--- src/rtl/arith_pkg.sv ---
// ---------------------------------------------------------------------------
// arith_pkg
// Shared definitions for the inverse-arithmetic unit.
//   state_t  : controller states IDLE / CALC / DONE
//   OPND_W   : operand / result width (16)
//   PROD_W   : dividend width (32)
//   ITER     : restoring-divide iterations, one quotient bit each (16)
//   CNT_W    : width of the iteration counter
//   QUOT_SAT : quotient returned on divide-by-zero or overflow
// ---------------------------------------------------------------------------
package arith_pkg;

    localparam int OPND_W = 16;
    localparam int PROD_W = 32;
    localparam int ITER   = 16;
    localparam int CNT_W  = $clog2(ITER);

    localparam logic [OPND_W-1:0] QUOT_SAT = 16'hFFFF;

    typedef enum logic [1:0] {
        IDLE = 2'd0,
        CALC = 2'd1,
        DONE = 2'd2
    } state_t;

endpackage

--- src/rtl/inverse_arith_if.sv ---
// ---------------------------------------------------------------------------
// inverse_arith_if
// Request / result bundle of the inverse-arithmetic unit.
//   start       : request pulse (master -> slave)
//   sum         : sum to invert (master -> slave)
//   product     : dividend (master -> slave)
//   b           : known operand, subtrahend / divisor (master -> slave)
//   diff        : sum - b (slave -> master)
//   quotient    : product / b (slave -> master)
//   remainder   : product mod b (slave -> master)
//   busy        : unit is not idle (slave -> master)
//   done        : one-cycle result-valid pulse (slave -> master)
//   div_by_zero : b was zero at capture (slave -> master)
//   overflow    : true quotient wider than 16 bits (slave -> master)
// ---------------------------------------------------------------------------
interface inverse_arith_if;
    import arith_pkg::*;

    logic                start;
    logic [OPND_W-1:0]   sum;
    logic [PROD_W-1:0]   product;
    logic [OPND_W-1:0]   b;
    logic [OPND_W-1:0]   diff;
    logic [OPND_W-1:0]   quotient;
    logic [OPND_W-1:0]   remainder;
    logic                busy;
    logic                done;
    logic                div_by_zero;
    logic                overflow;

    modport master (
        output start, sum, product, b,
        input  diff, quotient, remainder, busy, done, div_by_zero, overflow
    );

    modport slave (
        input  start, sum, product, b,
        output diff, quotient, remainder, busy, done, div_by_zero, overflow
    );

endinterface

--- src/rtl/inverse_arith_div_step.sv ---
// ---------------------------------------------------------------------------
// div_step
// One combinational restoring-division step: shift the next dividend bit into
// the partial remainder, trial-subtract the divisor, keep the difference when
// it is non-negative and report that as the quotient bit.
//   i_prem    : 17-bit partial remainder from the previous step
//   i_bit     : next dividend bit (MSB first)
//   i_divisor : divisor
//   o_prem    : updated 17-bit partial remainder
//   o_qbit    : quotient bit produced by this step
// ---------------------------------------------------------------------------
module div_step
    import arith_pkg::*;
(
    input  logic [OPND_W:0]   i_prem,
    input  logic              i_bit,
    input  logic [OPND_W-1:0] i_divisor,
    output logic [OPND_W:0]   o_prem,
    output logic              o_qbit
);

    logic [OPND_W:0]   w_shift;
    logic [OPND_W+1:0] w_trial;

    // The held remainder is always below the divisor, so its low 16 bits plus
    // the new dividend bit form the full 17-bit shifted value.
    assign w_shift = {i_prem[OPND_W-1:0], i_bit};

    // One extra bit so the sign of the trial subtraction is visible.
    assign w_trial = {1'b0, w_shift} - {2'b00, i_divisor};

    // i_prem[OPND_W] is never set while the remainder stays below the
    // divisor; if it were, the shifted value would certainly exceed it.
    assign o_qbit = i_prem[OPND_W] | ~w_trial[OPND_W+1];
    assign o_prem = o_qbit ? w_trial[OPND_W:0] : w_shift;

endmodule

--- src/rtl/inverse_arith.sv ---
// ---------------------------------------------------------------------------
// inverse_arith
// Recovers operand a from a registered sum (a = sum - b) and from a registered
// product (a = product / b, 16-iteration restoring divide, one bit per cycle).
// Divide-by-zero and quotient overflow are detected at capture and finish in
// a single cycle with a saturated quotient.
//   clk : rising-edge clock
//   rst : asynchronous active-high reset
//   bus : inverse_arith_if.slave (start/sum/product/b in; diff/quotient/
//         remainder/busy/done/div_by_zero/overflow out)
// Build option: INVERSE_ARITH_REMAINDER_EN -- when defined the remainder
// output is registered and driven; otherwise it is tied to zero.
// ---------------------------------------------------------------------------
module inverse_arith
    import arith_pkg::*;
(
    input  logic            clk,
    input  logic            rst,
    inverse_arith_if.slave  bus
);

    state_t              r_state;
    state_t              w_state_next;
    logic [CNT_W-1:0]    r_cnt;
    logic [OPND_W-1:0]   r_div;
    logic [OPND_W-1:0]   r_dlo;     // low dividend half, shifted out MSB first
    logic [OPND_W:0]     r_prem;    // 17-bit partial remainder
    logic [OPND_W-2:0]   r_qsh;     // quotient bits gathered so far
    logic [OPND_W-1:0]   r_diff;
    logic [OPND_W-1:0]   r_quot;
    logic                r_dbz;
    logic                r_ovf;
`ifdef INVERSE_ARITH_REMAINDER_EN
    logic [OPND_W-1:0]   r_rem;
`endif

    logic                w_capture;
    logic                w_zero;
    logic                w_big;
    logic                w_last;
    logic [OPND_W:0]     w_prem;
    logic                w_qbit;

    assign w_capture = (r_state == IDLE) && bus.start;
    assign w_zero    = (bus.b == '0);
    // With the high dividend half at or above the divisor the quotient
    // cannot fit in 16 bits.
    assign w_big     = (bus.product[PROD_W-1:OPND_W] >= bus.b);
    assign w_last    = (r_cnt == CNT_W'(ITER - 1));

    div_step u_div_step (
        .i_prem    (r_prem),
        .i_bit     (r_dlo[OPND_W-1]),
        .i_divisor (r_div),
        .o_prem    (w_prem),
        .o_qbit    (w_qbit)
    );

    // ---------------- state register ----------------
    always_ff @(posedge clk or posedge rst) begin
        if (rst) begin
            r_state <= IDLE;
        end else begin
            r_state <= w_state_next;
        end
    end

    // ---------------- next-state logic ----------------
    always_comb begin
        w_state_next = r_state;
        case (r_state)
            IDLE: begin
                if (bus.start) begin
                    if (w_zero || w_big) begin
                        w_state_next = DONE;
                    end else begin
                        w_state_next = CALC;
                    end
                end
            end
            CALC: begin
                if (w_last) begin
                    w_state_next = DONE;
                end
            end
            DONE:    w_state_next = IDLE;
            default: w_state_next = IDLE;
        endcase
    end

    // ---------------- datapath registers ----------------
    always_ff @(posedge clk or posedge rst) begin
        if (rst) begin
            r_cnt  <= '0;
            r_div  <= '0;
            r_dlo  <= '0;
            r_prem <= '0;
            r_qsh  <= '0;
            r_diff <= '0;
            r_quot <= '0;
            r_dbz  <= 1'b0;
            r_ovf  <= 1'b0;
`ifdef INVERSE_ARITH_REMAINDER_EN
            r_rem  <= '0;
`endif
        end else begin
            if (w_capture) begin
                r_diff <= bus.sum - bus.b;
                r_dbz  <= 1'b0;
                r_ovf  <= 1'b0;
                r_div  <= bus.b;
                r_dlo  <= bus.product[OPND_W-1:0];
                r_prem <= {1'b0, bus.product[PROD_W-1:OPND_W]};
                r_qsh  <= '0;
                r_cnt  <= '0;
                if (w_zero) begin
                    r_quot <= QUOT_SAT;
                    r_dbz  <= 1'b1;
`ifdef INVERSE_ARITH_REMAINDER_EN
                    r_rem  <= bus.product[OPND_W-1:0];
`endif
                end else if (w_big) begin
                    r_quot <= QUOT_SAT;
                    r_ovf  <= 1'b1;
`ifdef INVERSE_ARITH_REMAINDER_EN
                    r_rem  <= '0;
`endif
                end
            end else if (r_state == CALC) begin
                r_prem <= w_prem;
                r_dlo  <= {r_dlo[OPND_W-2:0], 1'b0};
                r_qsh  <= {r_qsh[OPND_W-3:0], w_qbit};
                r_cnt  <= r_cnt + CNT_W'(1);
                if (w_last) begin
                    r_quot <= {r_qsh, w_qbit};
`ifdef INVERSE_ARITH_REMAINDER_EN
                    r_rem  <= w_prem[OPND_W-1:0];
`endif
                end
            end
        end
    end

    // ---------------- outputs ----------------
    assign bus.busy        = (r_state != IDLE);
    assign bus.done        = (r_state == DONE);
    assign bus.diff        = r_diff;
    assign bus.quotient    = r_quot;
    assign bus.div_by_zero = r_dbz;
    assign bus.overflow    = r_ovf;
`ifdef INVERSE_ARITH_REMAINDER_EN
    assign bus.remainder   = r_rem;
`else
    assign bus.remainder   = '0;
`endif

endmodule

--- src/flat_wrapper.sv ---
// flat-port wrapper written by rule: the top's interface ports become plain ports
module inverse_arith_flat import arith_pkg::*;
  (clk, rst, bus_start, bus_sum, bus_product, bus_b, bus_diff, bus_quotient, bus_remainder, bus_busy, bus_done, bus_div_by_zero, bus_overflow);
  inverse_arith_if bus_i ();
  input  logic clk;
  input  logic rst;
  input wire logic [$bits(bus_i.start)-1:0] bus_start;
  input wire logic [$bits(bus_i.sum)-1:0] bus_sum;
  input wire logic [$bits(bus_i.product)-1:0] bus_product;
  input wire logic [$bits(bus_i.b)-1:0] bus_b;
  output wire logic [$bits(bus_i.diff)-1:0] bus_diff;
  output wire logic [$bits(bus_i.quotient)-1:0] bus_quotient;
  output wire logic [$bits(bus_i.remainder)-1:0] bus_remainder;
  output wire logic [$bits(bus_i.busy)-1:0] bus_busy;
  output wire logic [$bits(bus_i.done)-1:0] bus_done;
  output wire logic [$bits(bus_i.div_by_zero)-1:0] bus_div_by_zero;
  output wire logic [$bits(bus_i.overflow)-1:0] bus_overflow;
  assign bus_i.start = bus_start;
  assign bus_i.sum = bus_sum;
  assign bus_i.product = bus_product;
  assign bus_i.b = bus_b;
  assign bus_diff = bus_i.diff;
  assign bus_quotient = bus_i.quotient;
  assign bus_remainder = bus_i.remainder;
  assign bus_busy = bus_i.busy;
  assign bus_done = bus_i.done;
  assign bus_div_by_zero = bus_i.div_by_zero;
  assign bus_overflow = bus_i.overflow;
  inverse_arith u_core (.clk(clk), .rst(rst), .bus(bus_i));
endmodule
--- config.mk ---
export PLATFORM = sky130hd
export DESIGN_NAME = inverse_arith_flat
export DESIGN_NICKNAME = d
export VERILOG_FILES = /design/src/rtl/arith_pkg.sv /design/src/rtl/inverse_arith_if.sv /design/src/rtl/inverse_arith_div_step.sv /design/src/rtl/inverse_arith.sv /design/src/flat_wrapper.sv
export SDC_FILE = /design/constraint.sdc
export NUM_CORES = 1
export LEC_CHECK = 0
export CELL_PAD_IN_SITES_DETAIL_PLACEMENT = 2
export CELL_PAD_IN_SITES_GLOBAL_PLACEMENT = 2
export CORE_UTILIZATION = 30
export DETAILED_ROUTE_END_ITERATION = 16
export HOLD_SLACK_MARGIN = 0.1
export PLACE_DENSITY_LB_ADDON = 0.1
export SETUP_SLACK_MARGIN = 0.2
export SYNTH_ARGS = -nofsm -noshare
export SYNTH_HDL_FRONTEND = slang
export SYNTH_SLANG_ARGS = --single-unit
--- constraint.sdc ---
create_clock -name clk -period 3.75 [get_ports clk]
set_clock_uncertainty 0.2 [all_clocks]
set_input_delay 0.5625 -clock clk [delete_from_list [all_inputs] [get_ports clk]]
set_output_delay 0.5625 -clock clk [all_outputs]
set_load 0.02 [all_outputs]
==> summary.md <==
The flow ran to the end, but the final reports show violations. The checks that failed: design-rule violations. Of all nets on the critical path, the largest fanout is 11. The number of setup buffers added after CTS is 0. The core area is 22000 um^2. Gates resized during post-CTS repair numbered 0. Synthesis produced a netlist whose cell count is 793. The die is 152 um tall. The run gives 0 as the number of failing hold endpoints at the final stage.

The total wire length after detailed routing came out at 23700 um. The number of antenna diodes in the final layout is 0. Dividing the detail-routed wire length by the instance count gives 20.4 um. The post-route fraction of the period consumed by the critical path works out to 0.826. Clock root buffer: clkbuf_16. The run gives 0 as the final max-slew violation count. In this run, the number of DRC markers left after iteration 0 of detailed routing was 180. The switching share of power came out at 0.487. Library cell occupying the most area in the post-synthesis netlist: dfrtp_1.

The tools report the fraction of power consumed by combinational cells as 0.601. The number of hold buffers added after CTS was 0. The maximum buffer depth of the clock tree is 2.

The routability congestion estimate from global placement is 0.817. Clock tree synthesis found a total of 104 sinks. Detailed routing inserted a total of 6192 vias. Count of cell types in the netlist: 64. Compared with the post-synthesis result, the final layout area differs by 23.2%.

Before antenna repair, the detailed router went through 12 iterations. The data arrival time of the worst path is 3.16 ns. The fraction of final layout cells sized beyond drive strength 1 is 0.0486.

The run gives 0.634 as the worst-case headroom to the max-slew limit. The design draws 7.49 mW. The share of flip-flops with an asynchronous set or reset after synthesis was 1.00; the number of buffer cells added on primary ports was 102.

Category of the worst setup path capture point: a register. The upper clock frequency limit was 0.323 GHz. The die covers 23100 um^2.

The clock period could shrink to 3.10 ns. Among all cell types in the netlist, the one instantiated most often is nand2_1. The run gives 0.133 as the fraction of power consumed by the clock network. TritonCTS built the clock tree. For the worst-skew pair, the clock arrives at the later sink with an insertion delay of 0.36 ns. In this run the most used layer during global routing was met2. IR analysis of the VDD net gives a maximum drop of 0.298 mV. The signal on the critical path passes through ha_1 -> nand4_1 -> nand2b_1 -> a21boi_4 -> a2111oi_4 -> buf_4 -> o21ai_0 -> o311ai_1. The kind of cell with the highest combined delay along the critical path is compound AO/OA/AOI/OAI gates.

The average instance in the mapped netlist occupies 8.51 um^2. The worst setup path is of the reg2reg kind. Across the run, the number of max-cap violations was 0. Internal power contribution: 3.84 mW.

The detail route stage leaves a number of antenna-violating nets equal to 0. The met1 usage came out at 0.285. The first global-routing pass estimated 38700 um of wire. Power spread over the standard cell area amounts to 901 nW/um^2. Pin placement for this block handled 119 I/O pins. Summing every instance area after synthesis gives 6750 um^2.

Using the TritonRoute via totals, the vias-per-cell ratio works out to 5.32. After detailed routing, the number of remaining DRC violations is 4. Clock-pin slew was measured on the worst setup and hold paths at 0.08 ns. Counting the fill cells in the layout gives 2435.

Count of synthesis-stage warnings from yosys: 0. The count of flip-flops with a built-in enable after synthesis is 0, and the total of endpoints with negative setup slack in the final report is 0. The top flip-flop cell by instance count after synthesis was dfrtp_1.

Counting the buffers created by CTS gives 9. The slowest stage of the critical path is the a2111oi_4 cell. The run gives 0 ns as the setup total negative slack.

The run gives 0.386 as the sequential area share after synthesis. The worst path buffer plus inverter count was 1; the fraction of post-synthesis cell area in the top cell type by area was 0.386. Entering global routing, the biggest net connects 48 pins.

STA puts the critical path data required time at 3.81 ns. The H-tree generated during clock tree synthesis spans 3 levels. After synthesis, the most frequently instantiated cells are nand2_1, dfrtp_1, o21ai_0. The logs give 0.307 for the initial core utilization and 1 for the initial antenna violation count.

The tools report the via count of the first global-routing pass as 6864. Sequential cell fraction of total power: 0.266. The run gives 0.212 as the aggregate global-route resource usage. Class of the tightest hold or removal check: reg2reg. For the pin with the worst max-slew slack, the measured transition is 0.549 ns. In this run the power spent charging and discharging nets is 3.65 mW.

The number of nets in the layout is 997, and the biggest cell delay along the critical path is 0.61 ns. By area the synthesized netlist is led by dfrtp_1, ha_1, nand2_1, o21ai_0, inv_1. STA classifies the critical path startpoint as a register.

The global routing met3 resource utilization was 0.0260; the standby leakage power was 3.75 nW. The post-synthesis sequential element count was 104; the standard-cell row count was 54. The x dimension of the die came out at 152 um. Summed over all layers, the global routing overflow is 0. Setup repair after global routing left no endpoint under its margin.

The global-route met2 utilization is 0.360, and the placed wire-length estimate is 18000 um.
-- cells by family after synthesis --
logic type	share of synthesized area
flops	0.386
mux	0.0254
compound gates	0.228
other cells	0.000556
fa+ha+maj	0.0950
simple gates	0.177
buf+inv	0.0807
xor+xnor	0.00779
-- worst reg2reg max path: cells and delay by family, from the launching register on --
family	cells	cell delay, ns
buffers and inverters	1	0.32
AND/OR/NAND/NOR	2	0.40
AO/OA/AOI/OAI	4	1.16
adder cells (fa/ha/maj)	1	0.48
flip-flops	1	0.43
-- routing by layer --
metal / vias to the layer above / wire (um)
met1: 3140 / 11500
met3: 20 / 634
met5: - / 0
met2: 94 / 11300
met4: 0 / 337
li1: 2938 / -
-- registers in the layout (all words and copies together) (netlist names) --
register                count
u_core.r_state              2
u_core.bus.div_by_zero      1
u_core.r_cnt                4
u_core.r_div               16
u_core.bus.overflow         1
u_core.bus.diff            16
u_core.r_dlo               16
u_core.r_qsh               15
u_core.bus.quotient        16
u_core.r_prem              17
-- through the flow --
stage | hold WS, ns | cell area, um^2 | setup WS [ns] | instances | utilization
after CTS | 0.288 | 8310 | 0.634 | 1165 | 0.379
after detailed placement | 0.267 | 8010 | 0.384 | 1149 | 0.365
after global placement | 0.261 | 8010 | 0.500 | 1149 | 0.365
after floorplan | 0.246 | 6800 | 0.255 | 808 | -
final | 0.286 | 8310 | 0.651 | 1165 | 0.379
after global routing | 0.327 | 8310 | 0.439 | 1165 | 0.379
-- placed cells by master, fill, tap and decap left out, types with 12 or more instances in the layout --
master,n
mux2i_1,16
and3_1,12
dfrtp_1,104
o21a_1,14
buf_4,13
inv_1,66
o21ai_0,73
a22oi_1,16
conb_1,16
nor3_1,14
nor2_1,52
nand3_1,22
a31oi_1,16
ha_1,48
clkdlybuf4s50_1,102
nand2_1,120
a21oi_1,36
-- power by group through the flow --
stage          clock [mW]  combinational (mW)  sequential, mW
2_1_floorplan           0                2.81            2.12
3_3_place_gp            0                4.29            1.98
3_5_place_dp            0                4.51            2.00
4_1_cts              1.03                4.54            1.99
5_1_grt              1.07                4.99            2.07
6_report             1.00                4.50            1.99
-- layout make-up --
class | instances | area [um^2] | share of cell area
Sequential cell | 104 | 2600 | 0.313
Timing Repair Buffer | 116 | 1140 | 0.137
Clock buffer | 9 | 225 | 0.0271
Multi-Input combinational cell | 582 | 3660 | 0.440
Clock inverter | 7 | 81.3 | 0.00978
Inverter | 67 | 254 | 0.0305
Tap cell | 280 | 350 | 0.0421
-- final timing paths --
path | startpoint | to | slack [ns] | cells past startpoint
max in group asynchronous | rst | u_core.r_dlo[3]$_DFFE_PP0P_ | 2.19 | 3
worst min register to register | u_core.r_dlo[6]$_DFFE_PP0P_ | u_core.r_dlo[6]$_DFFE_PP0P_ | 0.29 | 2
min in group asynchronous | rst | u_core.bus.quotient[4]$_DFFE_PP0P_ | 0.37 | 2
worst max register to register | u_core.r_prem[5]$_DFFE_PP0P_ | u_core.r_prem[5]$_DFFE_PP0P_ | 0.65 | 8
worst min-delay path | u_core.r_dlo[6]$_DFFE_PP0P_ | u_core.r_dlo[6]$_DFFE_PP0P_ | 0.29 | 2
worst max-delay path | u_core.r_prem[5]$_DFFE_PP0P_ | u_core.r_prem[5]$_DFFE_PP0P_ | 0.65 | 8
Note: power is estimated with default switching activity, not from simulation.
